`src/rtl/qpmm_result_writer_if.sv`:
```
// Handshake and BRAM port-A bundle between the issuer, the QPMM result writer
// and the result memory.
interface qpmm_result_writer_if #(
  parameter int DATA_W = 272,
  parameter int ADDR_W = 8,
  parameter int CNT_W  = 16
);
  logic              issue_valid;
  logic [ADDR_W-1:0] issue_addr;
  logic              issue_ready;
  logic [DATA_W-1:0] z_in;
  logic              wr_grant;
  logic              wea;
  logic [ADDR_W-1:0] addra;
  logic [DATA_W-1:0] dina;
  logic              flush_req;
  logic              flush_done;
  logic              overflow;
  logic [CNT_W-1:0]  wr_count;

  modport master (
    output issue_valid, issue_addr, z_in, wr_grant, flush_req,
    input  issue_ready, wea, addra, dina, flush_done, overflow, wr_count
  );

  modport slave (
    input  issue_valid, issue_addr, z_in, wr_grant, flush_req,
    output issue_ready, wea, addra, dina, flush_done, overflow, wr_count
  );
endinterface

```
`src/rtl/qpmm_result_writer.sv`:
```
// Write-back stage of the QPMM datapath: tracks issued operands through the
// fixed core latency, buffers Z results and writes them to BRAM port A.
module qpmm_result_writer #(
  parameter int DATA_W = 272,
  parameter int ADDR_W = 8,
  parameter int LAT    = 16,
  parameter int DEPTH  = 8,
  parameter int CNT_W  = 16
) (
  input  logic                clk,
  input  logic                rst,
  qpmm_result_writer_if.slave bus
);
  localparam int PTR_W = $clog2(DEPTH);
  localparam int OCC_W = PTR_W + 1;
  localparam logic [OCC_W-1:0] FULL_CNT = OCC_W'(DEPTH);
  localparam logic [OCC_W:0]   CREDITS  = (OCC_W + 1)'(DEPTH);

  typedef enum logic [1:0] {
    ST_RUN   = 2'd0,
    ST_FLUSH = 2'd1,
    ST_DONE  = 2'd2,
    ST_IDLE  = 2'd3
  } state_t;

  state_t            state_q, state_d;
  logic [LAT-1:0]    dl_valid_q, dl_valid_d;
  logic [ADDR_W-1:0] dl_addr_q [LAT];
  logic [ADDR_W-1:0] dl_addr_d [LAT];
  logic [DATA_W-1:0] fifo_data_mem [DEPTH];
  logic [ADDR_W-1:0] fifo_addr_mem [DEPTH];
  logic [PTR_W-1:0]  wr_ptr_q, wr_ptr_d;
  logic [PTR_W-1:0]  rd_ptr_q, rd_ptr_d;
  logic [OCC_W-1:0]  count_q, count_d;
  logic [OCC_W-1:0]  inflight_q, inflight_d;
  logic              issue_ready_q, issue_ready_d;
  logic              wea_q, wea_d;
  logic [ADDR_W-1:0] addra_q, addra_d;
  logic [DATA_W-1:0] dina_q, dina_d;
  logic              flush_done_q, flush_done_d;
  logic              overflow_q, overflow_d;
  logic [CNT_W-1:0]  wr_count_q, wr_count_d;

  logic              issue_fire_s;
  logic              cap_valid_s;
  logic [ADDR_W-1:0] cap_addr_s;
  logic              pop_s;
  logic              push_ok_s;
  logic              drained_s;

  assign cap_valid_s = dl_valid_q[LAT-1];
  assign cap_addr_s  = dl_addr_q[LAT-1];

  // Next-state logic for the delay line, credits, FIFO, write stage and FSM.
  always_comb begin
    issue_fire_s = bus.issue_valid & issue_ready_q;
    pop_s        = (count_q != '0) & bus.wr_grant;
    push_ok_s    = cap_valid_s & ((count_q != FULL_CNT) | pop_s);

    dl_valid_d    = dl_valid_q;
    dl_addr_d     = dl_addr_q;
    dl_valid_d[0] = issue_fire_s;
    dl_addr_d[0]  = bus.issue_addr;
    for (int i = 1; i < LAT; i++) begin
      dl_valid_d[i] = dl_valid_q[i-1];
      dl_addr_d[i]  = dl_addr_q[i-1];
    end

    // A capture with nothing in flight only happens on a forced push; keep the count sane.
    if (issue_fire_s && !cap_valid_s) begin
      inflight_d = inflight_q + OCC_W'(1);
    end else if (!issue_fire_s && cap_valid_s && (inflight_q != '0)) begin
      inflight_d = inflight_q - OCC_W'(1);
    end else begin
      inflight_d = inflight_q;
    end

    if (push_ok_s && !pop_s) begin
      count_d = count_q + OCC_W'(1);
    end else if (!push_ok_s && pop_s) begin
      count_d = count_q - OCC_W'(1);
    end else begin
      count_d = count_q;
    end
    wr_ptr_d   = push_ok_s ? (wr_ptr_q + PTR_W'(1)) : wr_ptr_q;
    rd_ptr_d   = pop_s ? (rd_ptr_q + PTR_W'(1)) : rd_ptr_q;
    overflow_d = overflow_q | (cap_valid_s & ~push_ok_s);

    wea_d = pop_s;
    if (pop_s) begin
      addra_d    = fifo_addr_mem[rd_ptr_q];
      dina_d     = fifo_data_mem[rd_ptr_q];
      wr_count_d = wr_count_q + CNT_W'(1);
    end else begin
      addra_d    = addra_q;
      dina_d     = dina_q;
      wr_count_d = wr_count_q;
    end

    // Empty FIFO means no pop this cycle, so nothing more can reach the output register.
    drained_s = (inflight_q == '0) && (count_q == '0) && !cap_valid_s;
    case (state_q)
      ST_RUN:   state_d = bus.flush_req ? ST_FLUSH : ST_RUN;
      ST_FLUSH: state_d = drained_s ? ST_DONE : ST_FLUSH;
      ST_DONE:  state_d = ST_IDLE;
      ST_IDLE:  state_d = bus.flush_req ? ST_IDLE : ST_RUN;
      default:  state_d = ST_RUN;
    endcase
    flush_done_d  = (state_q == ST_FLUSH) && drained_s;
    issue_ready_d = (state_d == ST_RUN) &&
                    (({1'b0, inflight_d} + {1'b0, count_d}) < CREDITS);
  end

  // Control and output registers with synchronous reset.
  always_ff @(posedge clk) begin
    if (rst) begin
      state_q       <= ST_RUN;
      dl_valid_q    <= '0;
      for (int i = 0; i < LAT; i++) begin
        dl_addr_q[i] <= '0;
      end
      wr_ptr_q      <= '0;
      rd_ptr_q      <= '0;
      count_q       <= '0;
      inflight_q    <= '0;
      issue_ready_q <= 1'b1;
      wea_q         <= 1'b0;
      addra_q       <= '0;
      dina_q        <= '0;
      flush_done_q  <= 1'b0;
      overflow_q    <= 1'b0;
      wr_count_q    <= '0;
    end else begin
      state_q       <= state_d;
      dl_valid_q    <= dl_valid_d;
      dl_addr_q     <= dl_addr_d;
      wr_ptr_q      <= wr_ptr_d;
      rd_ptr_q      <= rd_ptr_d;
      count_q       <= count_d;
      inflight_q    <= inflight_d;
      issue_ready_q <= issue_ready_d;
      wea_q         <= wea_d;
      addra_q       <= addra_d;
      dina_q        <= dina_d;
      flush_done_q  <= flush_done_d;
      overflow_q    <= overflow_d;
      wr_count_q    <= wr_count_d;
    end
  end

  // FIFO storage; validity is tracked by the pointers and count only.
  always_ff @(posedge clk) begin
    if (push_ok_s) begin
      fifo_data_mem[wr_ptr_q] <= bus.z_in;
      fifo_addr_mem[wr_ptr_q] <= cap_addr_s;
    end
  end

  assign bus.issue_ready = issue_ready_q;
  assign bus.wea         = wea_q;
  assign bus.addra       = addra_q;
  assign bus.dina        = dina_q;
  assign bus.flush_done  = flush_done_q;
  assign bus.overflow    = overflow_q;
  assign bus.wr_count    = wr_count_q;
endmodule

```
`src/flat_wrapper.sv`:
```
// flat-port wrapper written by rule: the top's interface ports become plain ports
module qpmm_result_writer_flat 
#(
  parameter int DATA_W = 272,
  parameter int ADDR_W = 8,
  parameter int LAT    = 16,
  parameter int DEPTH  = 8,
  parameter int CNT_W  = 16
)
  (clk, rst, bus_issue_valid, bus_issue_addr, bus_z_in, bus_wr_grant, bus_flush_req, bus_issue_ready, bus_wea, bus_addra, bus_dina, bus_flush_done, bus_overflow, bus_wr_count);
  qpmm_result_writer_if #(.DATA_W(DATA_W), .ADDR_W(ADDR_W), .CNT_W(CNT_W)) bus_i ();
  input  logic clk;
  input  logic rst;
  input wire logic [$bits(bus_i.issue_valid)-1:0] bus_issue_valid;
  input wire logic [$bits(bus_i.issue_addr)-1:0] bus_issue_addr;
  input wire logic [$bits(bus_i.z_in)-1:0] bus_z_in;
  input wire logic [$bits(bus_i.wr_grant)-1:0] bus_wr_grant;
  input wire logic [$bits(bus_i.flush_req)-1:0] bus_flush_req;
  output wire logic [$bits(bus_i.issue_ready)-1:0] bus_issue_ready;
  output wire logic [$bits(bus_i.wea)-1:0] bus_wea;
  output wire logic [$bits(bus_i.addra)-1:0] bus_addra;
  output wire logic [$bits(bus_i.dina)-1:0] bus_dina;
  output wire logic [$bits(bus_i.flush_done)-1:0] bus_flush_done;
  output wire logic [$bits(bus_i.overflow)-1:0] bus_overflow;
  output wire logic [$bits(bus_i.wr_count)-1:0] bus_wr_count;
  assign bus_i.issue_valid = bus_issue_valid;
  assign bus_i.issue_addr = bus_issue_addr;
  assign bus_i.z_in = bus_z_in;
  assign bus_i.wr_grant = bus_wr_grant;
  assign bus_i.flush_req = bus_flush_req;
  assign bus_issue_ready = bus_i.issue_ready;
  assign bus_wea = bus_i.wea;
  assign bus_addra = bus_i.addra;
  assign bus_dina = bus_i.dina;
  assign bus_flush_done = bus_i.flush_done;
  assign bus_overflow = bus_i.overflow;
  assign bus_wr_count = bus_i.wr_count;
  qpmm_result_writer #(.DATA_W(DATA_W), .ADDR_W(ADDR_W), .LAT(LAT), .DEPTH(DEPTH), .CNT_W(CNT_W)) u_core (.clk(clk), .rst(rst), .bus(bus_i));
endmodule
```
`config.mk`:
```
export PLATFORM = sky130hd
export DESIGN_NAME = qpmm_result_writer_flat
export DESIGN_NICKNAME = d
export VERILOG_FILES = /design/src/rtl/qpmm_result_writer_if.sv /design/src/rtl/qpmm_result_writer.sv /design/src/flat_wrapper.sv
export SDC_FILE = /design/constraint.sdc
export NUM_CORES = 2
export LEC_CHECK = 0
export CAP_MARGIN = 20
export CORE_MARGIN = 2
export CORE_UTILIZATION = 35
export DETAILED_ROUTE_END_ITERATION = 10
export RECOVER_POWER = 50
export SLEW_MARGIN = 20
export SYNTH_ARGS = -nofsm -noshare
export SYNTH_HDL_FRONTEND = slang
export SYNTH_SLANG_ARGS = --single-unit
```
`constraint.sdc`:
```
create_clock -name clk -period 83.7 [get_ports clk]
set_input_delay 20.925 -clock clk [delete_from_list [all_inputs] [get_ports clk]]
set_output_delay 20.925 -clock clk [all_outputs]
set_load 0.02 [all_outputs]
```
==> run_results.csv <==
group,metric,value,unit
outcome,status,"finished with violations",
outcome,violations,"capacitance limit, slew limit",
logic_synthesis,ys_seq_elements,2700,
timing,setup_tns,0,ns
timing,slew_headroom,-4.65,
worst_setup_path,slowest_stage,"clkbuf_1",
logic_synthesis,synth_xor_xnor_area_share,0.00156,
logic_synthesis,syn-num-nets,5460,
detailed_routing,firstDrtPassIters,5,
worst_setup_path,crit_top_cell,"clkbuf_1",
clocking,cts_setup_buffers,0,
finish,most-common-layout-cells,"2240 x edfxtp_1, 457 x dfxtp_1, 416 x mux4_2, 353 x mux2i_1, 310 x clkdlybuf4s50_1",
logic_synthesis,syn_area_per_cell,19.5,um2
timing,fin_worst_skew,0.0444,ns
clocking,cts_resized,0,
worst_setup_path,critPathArrivalTime,32.57,ns
timing,max_slew.worst_pin.slew,8.48,ns
finish,num-nets-final,6111,
grt,grt_antenna_before_repair,117,
detailed_routing,antenna_left,0,
logic_synthesis,seq_area_frac_synth,0.758,
logic_synthesis,synthAdderAreaFrac,0.00124,
clocking,clock-root-buffer,"clkbuf_16",
finish,syn_to_final_growth,18.7,%
placed_design,place_worst_setup_slack,57.74,ns
worst_setup_path,required,84.18,ns
job,cap_violations,12,
placed_design,dpl_cell_area,0.111,mm2
clocking,cts_sinks,2700,
grt,grt_max_degree,142,
placed_design,dpl.hpwl,124,mm
floorplanning,coreArea,0.287,mm2
clocking,cts_tree,"built",
detailed_routing,wirelength,224,mm
worst_setup_path,cp_max_fo,111,
placed_design,gp_congestion,0.740,
clocking,cts_buffers,292,
finish,layout_commonest_cell,"edfxtp_1",
grt,grt_pass1_wl,332,mm
logic_synthesis,synth-simple-area-share,0.0247,
clocking,clk_pin_slew,0.06,ns
timing,whs,0.425,ns
floorplanning,dieArea,0.293,mm2
pwr,total_power,0.00348,W
detailed_routing,post-route-drc-count,0,
logic_synthesis,synth_top_family_by_area,"multiplexers",
timing,timing.final.ws_setup,51.62,ns
timing,slew_violations,844,
detailed_routing,vias,49365,
worst_setup_path,path_class,"input pin to flip-flop",
pwr,peakVddDrop,0.0000374,V
floorplanning,dieHeight,541,um
floorplanning,io_pins,585,
placed_design,port_buffers,584,
logic_synthesis,synth_compound_gate_area_share,0.0522,
detailed_routing,wl_per_cell,22.7,um
timing,fin_crit_sh,0.383,
clocking,max-clock-path-buffers,4,
grt,gr-total-overflow,0,
logic_synthesis,ys.flop_type,"edfxtp_1",
floorplanning,die_w,541,um
timing,min_period,32.08,ns
floorplanning,initial_utilization,0.351,
logic_synthesis,ys_warn_count,0,
logic_synthesis,synth.distinct_cells,53,
logic_synthesis,ys_async_sr_fraction,0,
detailed_routing,drt_iter0_drc,3358,
worst_setup_path,critPathMaxStageDelay,4.50,ns
clocking,hold_buffers,0,
logic_synthesis,synth_edf_count,2240,
worst_setup_path,startpoint_type,"input pin",
finish,final_area,0.120,mm2
worst_setup_path,crit_chain,"clkbuf_1 -> clkbuf_1 -> clkbuf_1 -> nor2b_1",
logic_synthesis,netlist_instances,5165,
grt,grt_pass1_vias,51156,
clocking,h-tree-depth,5,
logic_synthesis,syn_area,0.101,mm2
worst_setup_path,endpoint_kind,"flip-flop",
logic_synthesis,synthMuxAreaShare,0.144,
pwr,leakagePower,36.3,nW
timing,grt_setup_unrepaired,"false",
worst_hold_path,hp-class,"flip-flop to flip-flop",
timing,finalSetupViolCount,0,
detailed_routing,vias_per_cell,5.00,
pwr,pwr_density_cell,29.0,mW/mm2
floorplanning,rows,197,
clocking,insertion_delay,0.88,ns
grt,grt_use_total,0.149,
timing,final_hold_viol_count,0,
finish,drive_gt1_frac,0.208,
timing,fmax,31.2,MHz
## registers in the layout, summed over array words and instances, names as in the netlist, 8 cells and up
signal                flops
u_core.fifo_data_mem   2176
u_core.bus.dina         272
u_core.bus.wr_count      16
u_core.dl_valid_q        16
u_core.dl_addr_d        120
u_core.bus.addra          8
u_core.fifo_addr_mem     64
u_core.cap_addr_s         8
## critical path, delay by kind of cell
| kind | cells | cell delay, ns |
|---|---|---|
| and+or+nand+nor | 1 | 0.53 |
| buffers and inverters | 3 | 10.89 |
## layout make-up
type	count	area [um2]
Antenna cell	28	70.1
Clock buffer	384	8010
Clock inverter	150	1320
Fill cell	25059	168000
Inverter	9	33.8
Multi-Input combinational cell	2150	22600
Sequential cell	2700	76500
Tap cell	3781	4730
Timing Repair Buffer	663	6560
## layer usage
layer,GRT usage,wire (um)
met4,0.0382,5130
met1,0.203,98500
met5,0,529
met3,0.0383,14600
met2,0.238,105000
## worst paths after layout
check / startpoint / to / slack (ns) / cells past startpoint
min: u_core.dl_addr_d[98] / u_core.dl_addr_d[90] / 0.43 / 1
max reg2reg: u_core.count_q[1] / u_core.fifo_data_mem[6][74] / 73.21 / 10
max: rst / u_core.dl_addr_d[115] / 51.62 / 4
min reg2reg: u_core.dl_addr_d[98] / u_core.dl_addr_d[90] / 0.43 / 1
## stage by stage
stage          utilization  std cells
2_1_floorplan            -       5165
3_3_place_gp         0.384       9301
3_5_place_dp         0.385       9302
4_1_cts              0.417       9836
5_1_grt              0.417       9847
6_report             0.417       9865
## power breakdown
part / internal [W] / switching (W) / leakage (nW)
sequential: 0.00151 / 0.0000446 / 23.8
combinational: 0.000308 / 0.000363 / 7.93
clock: 0.000724 / 0.000526 / 4.59
## synthesized netlist by cell type, types with 2 or more instances
cell type	count	area [um2]
a211oi_2	208	2600
a21oi_1	159	796
and2_1	2	12.5
and3_1	2	12.5
buf_1	12	45.0
buf_2	82	410
buf_4	21	158
buf_6	65	732
clkbuf_1	126	473
dfxtp_1	460	9210
edfxtp_1	2240	67300
ha_1	10	125
inv_1	9	33.8
mux2_2	145	1630
mux2i_1	353	3530
mux4_2	416	9370
nand2_1	98	368
nand2b_1	2	12.5
nand3_1	6	30.0
nand4_1	5	31.3
nor2_1	234	878
nor2b_1	153	957
nor3_1	8	40.0
nor4_1	4	25.0
o21ai_0	154	771
o21bai_1	72	541
o22ai_1	72	450
or3_1	6	37.5
xnor2_1	11	96.3
xor2_1	7	61.3
## cell families (layout without fill, tap and decap cells)
group / Yosys count / after routing
flops: 2700 / 2700
mux: 914 / 914
compound gates: 678 / 678
simple gates: 530 / 530
buf+inv: 315 / 1206
xor+xnor: 18 / 18
fa+ha+maj: 10 / 10
other cells: 0 / 28
Power figures use the tool's default switching activity.
